## src/rtl/dmactl_pkg.sv

```systemverilog
// Shared constants for the dmactl DMA controller: register map, CTRL/STATUS
// bit positions and FSM state encoding.
package dmactl_pkg;

  // Slave register offsets (AD[2:0])
  localparam logic [2:0] REG_SRC_H  = 3'd0;
  localparam logic [2:0] REG_SRC_L  = 3'd1;
  localparam logic [2:0] REG_DST_H  = 3'd2;
  localparam logic [2:0] REG_DST_L  = 3'd3;
  localparam logic [2:0] REG_CNT_H  = 3'd4;
  localparam logic [2:0] REG_CNT_L  = 3'd5;
  localparam logic [2:0] REG_CTRL   = 3'd6;
  localparam logic [2:0] REG_STATUS = 3'd7;

  // CTRL bit positions
  localparam int CTRL_START   = 0;
  localparam int CTRL_SRC_FIX = 1;
  localparam int CTRL_DST_FIX = 2;
  localparam int CTRL_ABORT   = 6;
  localparam int CTRL_IEN     = 7;

  // STATUS bit positions
  localparam int STAT_BUSY    = 0;
  localparam int STAT_ABORTED = 1;
  localparam int STAT_DONE    = 7;

  // FSM state encoding
  localparam logic [2:0] ST_IDLE  = 3'd0;
  localparam logic [2:0] ST_REQ   = 3'd1;
  localparam logic [2:0] ST_RD    = 3'd2;
  localparam logic [2:0] ST_WR    = 3'd3;
  localparam logic [2:0] ST_YIELD = 3'd4;

endpackage

```

## src/rtl/dmactl.sv

```systemverilog
// Memory-to-memory DMA controller and bus arbiter for the 6801 system bus.
// CPU programs SRC/DST/CNT through the slave port, then the controller stalls
// the CPU via hold, masters the bus and copies CNT bytes, yielding the bus
// every BURST bytes for YIELD_CYC cycles.
module dmactl
  import dmactl_pkg::*;
#(
  parameter int unsigned HOLD_LAT  = 1,
  parameter int unsigned BURST     = 16,
  parameter int unsigned YIELD_CYC = 2
) (
  input  logic        clk,
  input  logic        rst_n,
  input  logic [2:0]  AD,
  input  logic [7:0]  DI,
  output logic [7:0]  DO,
  input  logic        rw,
  input  logic        cs,
  output logic        irq,
  output logic        hold,
  output logic        grant,
  output logic [15:0] m_ad,
  output logic        m_rw,
  output logic        m_vma,
  output logic [7:0]  m_do,
  input  logic [7:0]  m_di
);

  localparam int unsigned   BW         = $clog2(BURST + 1);
  localparam logic [7:0]    HOLD_LAST  = 8'(HOLD_LAT - 1);
  localparam logic [7:0]    YIELD_LAST = 8'(YIELD_CYC - 1);
  localparam logic [BW-1:0] BURST_LAST = BW'(BURST - 1);

  logic [2:0]    state_q, state_d;
  logic [15:0]   src_q, src_d, dst_q, dst_d, cnt_q, cnt_d;
  logic          src_fix_q, src_fix_d, dst_fix_q, dst_fix_d, ien_q, ien_d;
  logic          done_q, done_d, aborted_q, aborted_d, abort_q, abort_d;
  logic [7:0]    buf_q, buf_d, cyc_q, cyc_d;
  logic [BW-1:0] burst_q, burst_d;

  logic busy, reg_wr, status_rd, start_wr, abort_wr, abort_pend;

  assign busy       = (state_q != ST_IDLE);
  assign reg_wr     = cs && !rw;
  assign status_rd  = cs && rw && (AD == REG_STATUS);
  assign start_wr   = reg_wr && (AD == REG_CTRL) && DI[CTRL_START];
  assign abort_wr   = reg_wr && (AD == REG_CTRL) && DI[CTRL_ABORT];
  // An abort written on the very edge a byte finishes is honoured at that edge.
  assign abort_pend = abort_q || abort_wr;

  // Next-state logic: register writes, status clear, transfer FSM
  always_comb begin
    // NOTE: every _d gets a default first so no path through this block infers a latch.
    state_d   = state_q;
    src_d     = src_q;
    dst_d     = dst_q;
    cnt_d     = cnt_q;
    src_fix_d = src_fix_q;
    dst_fix_d = dst_fix_q;
    ien_d     = ien_q;
    done_d    = done_q;
    aborted_d = aborted_q;
    abort_d   = abort_q;
    buf_d     = buf_q;
    cyc_d     = cyc_q;
    burst_d   = burst_q;

    // Configuration is frozen while a transfer runs.
    if (reg_wr && !busy) begin
      case (AD)
        REG_SRC_H: src_d[15:8] = DI;
        REG_SRC_L: src_d[7:0]  = DI;
        REG_DST_H: dst_d[15:8] = DI;
        REG_DST_L: dst_d[7:0]  = DI;
        REG_CNT_H: cnt_d[15:8] = DI;
        REG_CNT_L: cnt_d[7:0]  = DI;
        REG_CTRL: begin
          src_fix_d = DI[CTRL_SRC_FIX];
          dst_fix_d = DI[CTRL_DST_FIX];
          ien_d     = DI[CTRL_IEN];
        end
        default: ;
      endcase
    end

    if (status_rd) begin
      done_d    = 1'b0;
      aborted_d = 1'b0;
    end

    if (abort_wr && busy) abort_d = 1'b1;

    case (state_q)
      ST_IDLE: begin
        // Abort in the same write as start cancels the start outright.
        if (start_wr && !abort_wr) begin
          if (cnt_q != 16'd0) begin
            state_d = ST_REQ;
            done_d  = 1'b0;
            cyc_d   = 8'd0;
            burst_d = '0;
          end else begin
            done_d = 1'b1;
          end
        end
      end
      ST_REQ: begin
        if (cyc_q == HOLD_LAST) begin
          if (abort_pend) begin
            state_d   = ST_IDLE;
            abort_d   = 1'b0;
            aborted_d = 1'b1;
            done_d    = 1'b1;
          end else begin
            state_d = ST_RD;
          end
        end else begin
          cyc_d = cyc_q + 8'd1;
        end
      end
      ST_RD: begin
        buf_d   = m_di;
        state_d = ST_WR;
      end
      ST_WR: begin
        cnt_d   = cnt_q - 16'd1;
        burst_d = burst_q + 1'b1;
        if (!src_fix_q) src_d = src_q + 16'd1;
        if (!dst_fix_q) dst_d = dst_q + 16'd1;
        if (cnt_q == 16'd1) begin
          // Last byte: a pending abort is moot, the transfer completed.
          state_d = ST_IDLE;
          done_d  = 1'b1;
          abort_d = 1'b0;
        end else if (burst_q == BURST_LAST) begin
          state_d = ST_YIELD;
          cyc_d   = 8'd0;
        end else if (abort_pend) begin
          state_d   = ST_IDLE;
          abort_d   = 1'b0;
          aborted_d = 1'b1;
          done_d    = 1'b1;
        end else begin
          state_d = ST_RD;
        end
      end
      ST_YIELD: begin
        if (cyc_q == YIELD_LAST) begin
          state_d = ST_REQ;
          cyc_d   = 8'd0;
          burst_d = '0;
        end else begin
          cyc_d = cyc_q + 8'd1;
        end
      end
      default: state_d = ST_IDLE;
    endcase
  end

  // State and register update; asynchronous reset returns everything to IDLE
  always_ff @(posedge clk or negedge rst_n) begin
    if (!rst_n) begin
      state_q   <= ST_IDLE;
      src_q     <= '0;
      dst_q     <= '0;
      cnt_q     <= '0;
      src_fix_q <= 1'b0;
      dst_fix_q <= 1'b0;
      ien_q     <= 1'b0;
      done_q    <= 1'b0;
      aborted_q <= 1'b0;
      abort_q   <= 1'b0;
      // NOTE: the byte buffer is reset as well so m_do is never X out of reset.
      buf_q     <= '0;
      cyc_q     <= '0;
      burst_q   <= '0;
    end else begin
      // NOTE: sequential state uses non-blocking assignments; the comb block uses blocking.
      state_q   <= state_d;
      src_q     <= src_d;
      dst_q     <= dst_d;
      cnt_q     <= cnt_d;
      src_fix_q <= src_fix_d;
      dst_fix_q <= dst_fix_d;
      ien_q     <= ien_d;
      done_q    <= done_d;
      aborted_q <= aborted_d;
      abort_q   <= abort_d;
      buf_q     <= buf_d;
      cyc_q     <= cyc_d;
      burst_q   <= burst_d;
    end
  end

  // Bus master outputs decoded straight from state so reset drops them at once
  always_comb begin
    hold  = (state_q == ST_REQ) || (state_q == ST_RD) || (state_q == ST_WR);
    grant = (state_q == ST_RD) || (state_q == ST_WR);
    m_vma = grant;
    m_rw  = (state_q != ST_WR);
    m_ad  = 16'h0000;
    m_do  = 8'h00;
    if (state_q == ST_RD) m_ad = src_q;
    if (state_q == ST_WR) begin
      m_ad = dst_q;
      m_do = buf_q;
    end
  end

  assign irq = done_q && ien_q;

  // Slave read mux; start and abort are pulses and read back as 0
  always_comb begin
    DO = 8'h00;
    case (AD)
      REG_SRC_H: DO = src_q[15:8];
      REG_SRC_L: DO = src_q[7:0];
      REG_DST_H: DO = dst_q[15:8];
      REG_DST_L: DO = dst_q[7:0];
      REG_CNT_H: DO = cnt_q[15:8];
      REG_CNT_L: DO = cnt_q[7:0];
      REG_CTRL: begin
        DO[CTRL_SRC_FIX] = src_fix_q;
        DO[CTRL_DST_FIX] = dst_fix_q;
        DO[CTRL_IEN]     = ien_q;
      end
      REG_STATUS: begin
        DO[STAT_BUSY]    = busy;
        DO[STAT_ABORTED] = aborted_q;
        DO[STAT_DONE]    = done_q;
      end
      default: ;
    endcase
  end

endmodule

```

## config.mk

```make
export PLATFORM = sky130hd
export DESIGN_NAME = dmactl
export DESIGN_NICKNAME = d
export VERILOG_FILES = /design/src/rtl/dmactl_pkg.sv /design/src/rtl/dmactl.sv
export SDC_FILE = /design/constraint.sdc
export NUM_CORES = 1
export LEC_CHECK = 0
export BUFFER_PORTS_ARGS = -buffer_cell sky130_fd_sc_hd__buf_2
export CAP_MARGIN = 30
export CORE_ASPECT_RATIO = 1.2
export CORE_MARGIN = 2
export CORE_UTILIZATION = 57
export DETAILED_ROUTE_END_ITERATION = 7
export GPL_TIMING_DRIVEN = 1
export PLACE_DENSITY_LB_ADDON = 0.05
export SYNTH_ARGS = -nofsm -noshare
export SYNTH_HDL_FRONTEND = slang
export SYNTH_SLANG_ARGS = --single-unit
```

## constraint.sdc

```tcl
create_clock -name clk -period 3.1 [get_ports clk]
set_input_delay 0.155 -clock clk [delete_from_list [all_inputs] [get_ports clk]]
set_output_delay 0.155 -clock clk [all_outputs]
set_load 0.01 [all_outputs]
```

==> results.json, run 1 <==
{
  "status": "completed",
  "rsz0062_at_grt": "no",
  "synth_cells": 605,
  "antennaDiodeCount": 0,
  "max_cap_violations": 0,
  "crit_family": "simple AND/OR/NAND/NOR gates",
  "post-route-period-util_pct": 80.6,
  "hold_violations": 0,
  "startpoint_type": "register",
  "dieWidth_um": 91.4,
  "stdcell_count": 776,
  "async_flop_share_pct": 100,
  "final_layout_size_suffix_gt1_share_pct": 19.2,
  "fmax_mhz": 400,
  "top_level_ports": 60,
  "core-area_um2": 8990,
  "whs_ns": 0.0151,
  "synth.largest_area_cell": "dfrtp_1",
  "row_count": 38,
  "vias_per_cell": 6.67,
  "fin_crit_ns": 2.50,
  "hp-class": "in -> reg",
  "max_stage_delay_ns": 0.56,
  "worstHoldStart": "m_di[2]",
  "ys_warn_count": 0,
  "antenna_found_initial": 0,
  "drc": 0,
  "syn_area_per_cell_um2": 8.63,
  "cpMaxStageDelayCell": "dfrtp_1",
  "ys_top_cells_by_area": "dfrtp_1 (37%), nor2_1 (4.3%), a21oi_1 (3.9%), nand2_1 (3.4%), a22o_1 (3.2%)",
  "ys_ff_latch": 78,
  "cts_made_buffers": 9,
  "worstSetupEndpointType": "register",
  "cts_tree": "built",
  "worstMarginPinSlew_ns": 0.799,
  "critPathArrivalTime_ns": 2.78,
  "place.gp.congestion": 1.00,
  "io_buffers": 59,
  "ctsResizeCount": 0,
  "routedWlPerCell_um": 20.3,
  "cts_sinks": 78,
  "synth.distinct_cells": 66,
  "post_cts_buffers": 0,
  "num-fill-cells": 794,
  "place_inst": 759,
  "syn_to_final_growth_pct": 12.6,
  "grt_first_pass_wirelength_mm": 25.6,
  "grt_usage_pct": 33.0,
  "drt-total-wl_mm": 15.7,
  "dr.pass1.iters": 5,
  "ys_seq_area_share_pct": 37.4,
  "cp-startpoint": "state_q[2]",
  "drtIter0Drc": 420,
  "die-area_um2": 9950,
  "cp_cell_sequence": "and3b_1 > buf_4 > nand2b_1 > nor2_1 > a311oi_1 > a211oi_1",
  "cp_max_fo": 47,
  "synth_ff_type": "dfrtp_1",
  "critPathKind": "reg -> reg",
  "hpwl_mm": 11.2,
  "worstPathRequired_ns": 3.38,
  "start_util_pct": 58.1,
  "skew_ns": 0.0101,
  "cts-root-buf": "clkbuf_8",
  "clock_latency_ns": 0.37,
  "ant_nets": 0,
  "grt_pass1_vias": 4951,
  "setup_viol": 0,
  "syn_area_um2": 5220,
  "maxSlewHeadroom_pct": 46.2,
  "synthesis.nets": 638,
  "maxSlewViolCount": 0,
  "synth_top_cell_area_share_pct": 37.4,
  "leakage_nw": 2.48,
  "finalSetupTns_ns": 0,
  "power_density_nw_per_um2": 973,
  "timing.rr.start": "state_q[2]",
  "clkTransAtPathRegs_ns": 0.08,
  "num-nets-final": 684,
  "die_y_um": 109,
  "grt_max_degree": 48,
  "peakVddDrop_uv": 493,
  "cts_max_path_buffers": 2,
  "via_count": 5177,
  "grt-ovfl-total": 0,
  "htreeDepth": 3,
  "synth_edf_count": 0,
  "total_power_mw": 5.73,
  "crit_buf_inv": 1,
  "holdBufCountCts": 1
}
-- per-stage QoR --
| stage | instance area [µm²] | util [%] | worst slack, ns |
|---|---|---|---|
| after floorplan | 5220 | - | 0.745 |
| after global routing | 5880 | 65.5 | 0.423 |
| final | 5880 | 65.5 | 0.602 |
| after detailed placement | 5640 | 62.7 | 0.650 |
| after CTS | 5880 | 65.5 | 0.633 |
| after global placement | 5610 | 62.4 | 0.672 |
-- power by group --
group	leakage (nW)	switching, mW	internal, mW
clock network	0.119	0.405	0.530
logic	1.48	1.55	1.18
registers	0.880	0.621	1.44
-- cell usage after synthesis, drive strengths merged (11+ instances only) --
library cell	instances
o21ai	32
clkbuf	28
a21oi	41
a22o	19
dfrtp	78
and2	13
nand2	48
nor2	60
inv	22
a211oi	11
mux2i	13
nand3	29
nor3	17
and3	12
nand4	11
mux2	14
-- final cells by class --
| class | count | area [µm²] | area share, % |
|---|---|---|---|
| repair buffers | 71 | 410 | 6.98 |
| well taps | 120 | 150 | 2.55 |
| inverters | 23 | 86.3 | 1.47 |
| clock buffers | 9 | 124 | 2.11 |
| clock inverters | 7 | 113 | 1.91 |
| flip-flops and latches | 78 | 1950 | 33.2 |
| multi-input cells | 468 | 3050 | 51.8 |
-- sequential cells by signal, summed over array words and instances, names as in the netlist --
name and count:
cnt_q 16, state_q 3, dst_q 16, aborted_q 1
dst_fix_q 1, burst_q 5, done_q 1, src_q 16
abort_q 1, ien_q 1, src_fix_q 1, cyc_q 8
buf_q 8
-- worst register-to-register path: cells and delay by family (launching register included) --
kind | cells | cell delay [ns]
AND/OR/NAND/NOR | 3 | 1.03
flip-flops | 1 | 0.56
buffers and inverters | 1 | 0.43
AO/OA/AOI/OAI | 2 | 0.38
-- logic make-up (layout without fill, tap and decap cells) --
| kind of cell | after synthesis | in the layout | synth area share [%] |
|---|---|---|---|
| xor+xnor | 2 | 2 | 0.335 |
| fa+ha+maj | 10 | 10 | 2.40 |
| simple gates | 240 | 240 | 23.8 |
| buf+inv | 59 | 110 | 4.48 |
| compound gates | 187 | 187 | 25.2 |
| mux | 29 | 29 | 6.37 |
| flops | 78 | 78 | 37.4 |
-- metal layers --
layer,part of all wire (%),GRT usage [%]
met1,39,40.5
met5,0,0
met2,47,53.8
met4,6.3,24.4
met3,7.9,4.01
-- placed cells by master (no fill, tap or decap), drive strengths merged, types with 11 or more instances in the layout --
| cell type | count |
|---|---|
| and3 | 12 |
| nand4 | 11 |
| inv | 22 |
| a22o | 19 |
| nor3 | 17 |
| and2 | 13 |
| nand3 | 29 |
| nor2 | 60 |
| o21ai | 32 |
| a211oi | 11 |
| dfrtp | 78 |
| mux2 | 14 |
| a21oi | 41 |
| buf | 70 |
| mux2i | 13 |
| nand2 | 48 |
-- worst paths after layout --
| path | end | depth (start not counted) | slack (ns) |
|---|---|---|---|
| min in group asynchronous | dst_q[2] | 2 | 0.29 |
| max in group asynchronous | cnt_q[2] | 3 | 2.21 |
| max | dst_q[13] | 6 | 0.60 |
| max reg2reg | dst_q[13] | 6 | 0.60 |
| min | buf_q[2] | 2 | 0.02 |
| min reg2reg | burst_q[3] | 1 | 0.48 |
No activity file was read; power rests on OpenSTA's default activity.
==> run 2: changes to the inputs <==
--- a/config.mk
+++ b/config.mk
@@ -9,7 +9,7 @@
 export CAP_MARGIN = 30
 export CORE_ASPECT_RATIO = 1.2
 export CORE_MARGIN = 2
-export CORE_UTILIZATION = 57
+export CORE_UTILIZATION = 54
 export DETAILED_ROUTE_END_ITERATION = 7
 export GPL_TIMING_DRIVEN = 1
 export PLACE_DENSITY_LB_ADDON = 0.05
==> constraint.sdc (replaced) <==
create_clock -name clk -period 2.1 [get_ports clk]
set_input_delay 0.105 -clock clk [delete_from_list [all_inputs] [get_ports clk]]
set_output_delay 0.105 -clock clk [all_outputs]
set_load 0.01 [all_outputs]
==> results.json, run 2 (synthesis results as in run 1) <==
{
  "status": "complete, but fails checks",
  "violations": "negative setup slack",
  "vias_per_cell": 6.55,
  "path_common_cell": "or4_4",
  "die-area_um2": 10500,
  "critPathArrivalTime_ns": 2.60,
  "hp-class": "in -> reg",
  "dpl_cell_area_um2": 6030,
  "peakVddDrop_uv": 807,
  "cts_tree": "built",
  "cp_cell_sequence": "or4_4 > or4_4 > or4_1 > o21a_1 > o221ai_2",
  "fin_crit_ns": 2.34,
  "grt_first_pass_wirelength_mm": 27.0,
  "maxSlewViolCount": 0,
  "dr.pass1.iters": 8,
  "top_regs": "cnt_q: 16 flops, dst_q: 16 flops, src_q: 16 flops",
  "leakage_nw": 2.86,
  "cts_max_path_buffers": 2,
  "syn_to_final_growth_pct": 27.3,
  "startpoint_type": "register",
  "worstMarginPinSlew_ns": 0.554,
  "reg2reg_slack_ns": -0.24,
  "dieWidth_um": 93.8,
  "grt_usage_pct": 33.2,
  "grt_max_degree": 44,
  "hpwl_mm": 12.2,
  "num-nets-final": 746,
  "worstHoldStart": "m_di[4]",
  "hold_violations": 0,
  "timing.rr.start": "cnt_q[5]",
  "clkTransAtPathRegs_ns": 0.06,
  "power_density_nw_per_um2": 1420,
  "total_power_mw": 9.47,
  "cp_max_fo": 3,
  "fmax_mhz": 428,
  "start_util_pct": 55.2,
  "max_cap_violations": 0,
  "io_buffers": 59,
  "die_y_um": 112,
  "grt_pass1_vias": 5297,
  "routedWlPerCell_um": 20.6,
  "grt-ovfl-total": 0,
  "worstSetupEndpointType": "register",
  "cp-startpoint": "cnt_q[5]",
  "place.gp.congestion": 0.986,
  "design_area_um2": 6650,
  "final_layout_size_suffix_gt1_share_pct": 28.8,
  "ant_nets": 0,
  "maxSlewHeadroom_pct": 62.8,
  "drt-total-wl_mm": 17.3,
  "top_level_ports": 60,
  "row_count": 39,
  "cts-root-buf": "clkbuf_16",
  "fin_ws_ns": -0.237,
  "skew_ns": 0.00749,
  "cts_made_buffers": 9,
  "setup_viol": 17,
  "final_common_cell": "dfrtp_1",
  "drc": 0,
  "core-area_um2": 9470,
  "via_count": 5507,
  "antenna_found_initial": 0,
  "final_cell_mix": "dfrtp_1 (78), nor2_1 (59), buf_2 (58), buf_4 (58), nand2_1 (47)",
  "worstPathRequired_ns": 2.36,
  "cpMaxStageDelayCell": "or4_4",
  "cts_sinks": 78,
  "post-route-period-util_pct": 111,
  "drtIter0Drc": 444,
  "rsz0062_at_grt": "yes",
  "max_stage_delay_ns": 0.59,
  "critPathKind": "reg -> reg",
  "clock_latency_ns": 0.34,
  "antennaDiodeCount": 0,
  "htreeDepth": 3
}
## run 2: what timing repair did
item | 4_1_cts | 5_1_grt
pin swaps | 8 | 14
hold buffers | 6 | 0
endpoints found under the setup margin | 19 | 26
gates resized for setup | 11 | 28
gates cloned | 0 | 0
setup buffers | 4 | 8
hold endpoints to repair | 40 | 0
## run 2: layout make-up
| cell class | count | area (µm²) |
|---|---|---|
| sequential | 78 | 1950 |
| multi-input combinational | 468 | 3240 |
| clock inverter | 6 | 43.8 |
| inverter | 23 | 86.3 |
| timing repair buffer | 133 | 936 |
| fill | 732 | 2820 |
| clock buffer | 10 | 239 |
| tap | 123 | 154 |
## run 2: path summary, 6_finish.rpt
| kind | endpoint | depth (start not counted) |
|---|---|---|
| min in group asynchronous | dst_q[5] | 2 |
| max reg2reg | done_q | 5 |
| min reg2reg | burst_q[3] | 1 |
| max | done_q | 5 |
| max in group asynchronous | cnt_q[7] | 3 |
| min | buf_q[4] | 2 |
## run 2: metal layers
layer / vias to the layer above / track usage [%] / share of wire [%]
met5: - / 0 / 0
met4: 0 / 17.9 / 5.3
met3: 66 / 4.26 / 7.7
met2: 291 / 54.4 / 48
met1: 2641 / 42.3 / 39
li1: 2509 / - / -
## run 2: critical path, delay by kind of cell, from the launching register on
family	cells	cell delay, ns
simple gates	3	1.63
flops	1	0.38
compound gates	2	0.25
## run 2: report_power, final
part | switching (mW) | total (mW) | internal [mW]
clock network | 0.646 | 1.49 | 0.839
registers | 0.713 | 2.84 | 2.13
logic | 2.84 | 5.14 | 2.30
## run 2: through the flow
step,hold slack (ns),util (%),worst slack (ns),TNS (ns),std cells
6_report,0.00498,70.2,-0.237,-1.81,841
5_1_grt,0.0104,70.2,-0.278,-3.23,841
4_1_cts,0.00195,68.3,-0.197,-1.63,834
3_5_place_dp,0.113,63.7,-0.285,-2.28,808
3_3_place_gp,0.113,63.7,-0.243,-1.51,808
2_1_floorplan,-0.191,-,-0.246,-1.28,605
==> run 3: changes to the inputs <==
--- a/config.mk
+++ b/config.mk
@@ -5,6 +5,7 @@
 export SDC_FILE = /design/constraint.sdc
 export NUM_CORES = 1
 export LEC_CHECK = 0
+export ABC_AREA = 1
 export BUFFER_PORTS_ARGS = -buffer_cell sky130_fd_sc_hd__buf_2
 export CAP_MARGIN = 30
 export CORE_ASPECT_RATIO = 1.2
==> results.json, run 3 <==
{
  "reg2reg_slack_ns": 0.24,
  "vias_per_cell": 5.77,
  "top_regs": "cnt_q: 16 flops, dst_q: 16 flops, src_q: 16 flops",
  "final_layout_size_suffix_gt1_share_pct": 12.8,
  "wl_met2_mm": 8.80,
  "fin_crit_ns": 1.99,
  "maxSlewHeadroom_pct": 61.7,
  "ys_ff_latch": 78,
  "place.gp.congestion": 0.943,
  "power_density_nw_per_um2": 1200,
  "startpoint_type": "register",
  "leakage_nw": 3.33,
  "synth_common_cells": "nand2_1 (206), inv_1 (124), nor2_1 (112)",
  "syn_to_final_growth_pct": 14.8,
  "finalSetupTns_ns": 0,
  "start_util_pct": 56.0,
  "num-fill-cells": 970,
  "synth.largest_area_cell": "dfrtp_1",
  "synthesis.nets": 887,
  "critPathArrivalTime_ns": 1.88,
  "syn_area_um2": 5660,
  "status": "completed",
  "num-nets-final": 962,
  "worstSetupEndpointType": "output pin",
  "worstMarginPinSlew_ns": 0.575,
  "dieWidth_um": 97.5,
  "antennaDiodeCount": 0,
  "die_y_um": 116,
  "dr_wl_met3_mm": 1.44,
  "fmax_mhz": 503,
  "drtIter0Drc": 502,
  "antenna_found_initial": 0,
  "highest_layer": "met4",
  "clkTransAtPathRegs_ns": 0.06,
  "max_cap_violations": 0,
  "hold_violations": 0,
  "critPathKind": "reg -> out",
  "post-route-period-util_pct": 94.7,
  "hpwl_mm": 13.4,
  "cp-startpoint": "state_q[1]",
  "grt_usage_pct": 32.3,
  "drt-total-wl_mm": 18.1,
  "core-area_um2": 10100,
  "grt_first_pass_wirelength_mm": 29.1,
  "synth_top_cell_area_share_pct": 34.5,
  "cp_max_fo": 15,
  "cts_tree": "built",
  "maxSlewViolCount": 0,
  "ant_nets": 0,
  "grt-ovfl-total": 0,
  "grt_pass1_vias": 5784,
  "syn_area_per_cell_um2": 6.63,
  "synth_edf_count": 0,
  "row_count": 40,
  "cts_made_buffers": 9,
  "endpoint": "m_ad[1]",
  "yosysMostFrequentCell": "nand2_1",
  "fin_ws_ns": 0.111,
  "preCtsSetupSlack_ns": 0.280,
  "m1WireLength_mm": 7.31,
  "clock_latency_ns": 0.34,
  "dr.pass1.iters": 6,
  "htreeDepth": 3,
  "drc": 0,
  "ys_top_cells_by_area": "dfrtp_1 (34%), nand2_1 (14%), inv_1 (8.2%), nor2_1 (7.4%), o21ai_0 (6.7%)",
  "cts-root-buf": "clkbuf_16",
  "final_common_cell": "nand2_1",
  "ys_warn_count": 0,
  "synth.distinct_cells": 41,
  "synth_cells": 854,
  "grt_max_degree": 42,
  "io_buffers": 59,
  "routedWlPerCell_um": 17.0,
  "ys_seq_area_share_pct": 34.5,
  "final_cell_mix": "nand2_1 (206), inv_1 (123), nor2_1 (112)",
  "via_count": 6112,
  "rsz0062_at_grt": "no",
  "r2r-end": "dst_q[2]",
  "setup_viol": 0,
  "cts_sinks": 78,
  "async_flop_share_pct": 100,
  "peakVddDrop_uv": 664,
  "top_level_ports": 60,
  "synth_ff_type": "dfrtp_1",
  "place_inst": 1033,
  "stdcell_count": 1060,
  "hp-class": "in -> reg",
  "cts_max_path_buffers": 2,
  "worstPathRequired_ns": 2.00,
  "timing.rr.start": "state_q[0]",
  "die-area_um2": 11300,
  "hold_depth": 3,
  "skew_ns": 0.00689,
  "r2r_cells": 8
}
run 3: cell types whose count changed after synthesis, moves of 12 or more:
| cell | before | now |
|---|---|---|
| a21oi_1 | 41 | 28 |
| a22o_1 | 19 | 0 |
| and2_1 | 13 | 0 |
| clkbuf_1 | 28 | 3 |
| inv_1 | 22 | 124 |
| mux2_2 | 14 | 0 |
| mux2i_1 | 13 | 0 |
| nand2_1 | 48 | 206 |
| nand3_1 | 29 | 67 |
| nor2_1 | 60 | 112 |
| o21ai_0 | 31 | 76 |
| o22ai_1 | 10 | 27 |
| xor2_1 | 1 | 13 |
run 3: metrics by stage:
| step | area, µm² | power [mW] | utilization [%] | hold WS (ns) |
|---|---|---|---|---|
| after global routing | 6490 | 8.35 | 64.2 | 0.0349 |
| final | 6490 | 7.77 | 64.2 | 0.00386 |
| after CTS | 6460 | 7.70 | 63.9 | 0.000640 |
| after global placement | 6100 | 6.03 | 60.4 | 0.133 |
| after detailed placement | 6100 | 6.12 | 60.4 | 0.135 |
| after floorplan | 5660 | 4.98 | - | -0.191 |
run 3: where the power goes:
group | switching, mW | internal (mW)
Sequential | 0.720 | 2.12
Combinational | 2.26 | 1.13
Clock | 0.623 | 0.918
Total | 3.61 | 4.17
run 3: layer usage:
layer / up-vias / GRT usage [%]
met1: 2874 / 41.4
met3: 38 / 4.61
met5: - / 0
met4: 0 / 11.7
li1: 2935 / -
met2: 265 / 56.4
run 3: kinds of logic after synthesis:
family / synth area share, %
buffers and inverters: 11.1
and+or+nand+nor: 32.8
adders and majority gates: 2.21
xor gates and xnor gates: 2.01
AOI/OAI and AO/OA: 17.4
DFF: 34.5
run 3: worst min-delay path by stage:
stage	slack, ns	from	to
after floorplan	-0.19	rst_n	abort_q
after detailed placement	0.13	rst_n	buf_q[0]
final	0.004	m_di[1]	buf_q[1]
after global routing	0.03	m_di[1]	buf_q[1]
after global placement	0.13	rst_n	buf_q[0]
after CTS	0.0006	m_di[1]	buf_q[1]
run 3: cell type report:
class | instances | area (µm²) | share of cell area (%)
multi-input cells | 625 | 3080 | 47.4
flip-flops and latches | 78 | 1950 | 30.1
repair buffers | 85 | 523 | 8.05
inverters | 130 | 497 | 7.65
clock buffers | 12 | 236 | 3.64
well taps | 126 | 158 | 2.43
clock inverters | 4 | 47.5 | 0.732
run 3: worst max-delay path, stage by stage, from the launching register on:
cell and delay [ns]:
dfrtp_2 0.44, inv_1 0.18, nor2_1 0.09, nand2_1 0.07, buf_4 0.22, clkinvlp_4 0.19, nand2_1 0.09, o21ai_1 0.10
buf_2 0.16
run 3: timing repair:
item | 4_1_cts | 5_1_grt
hold buffers | 7 | 0
setup buffers | 0 | 4
endpoints found under the setup margin | 0 | 12
resized for setup | 0 | 4
endpoints found under the hold margin | 45 | 0
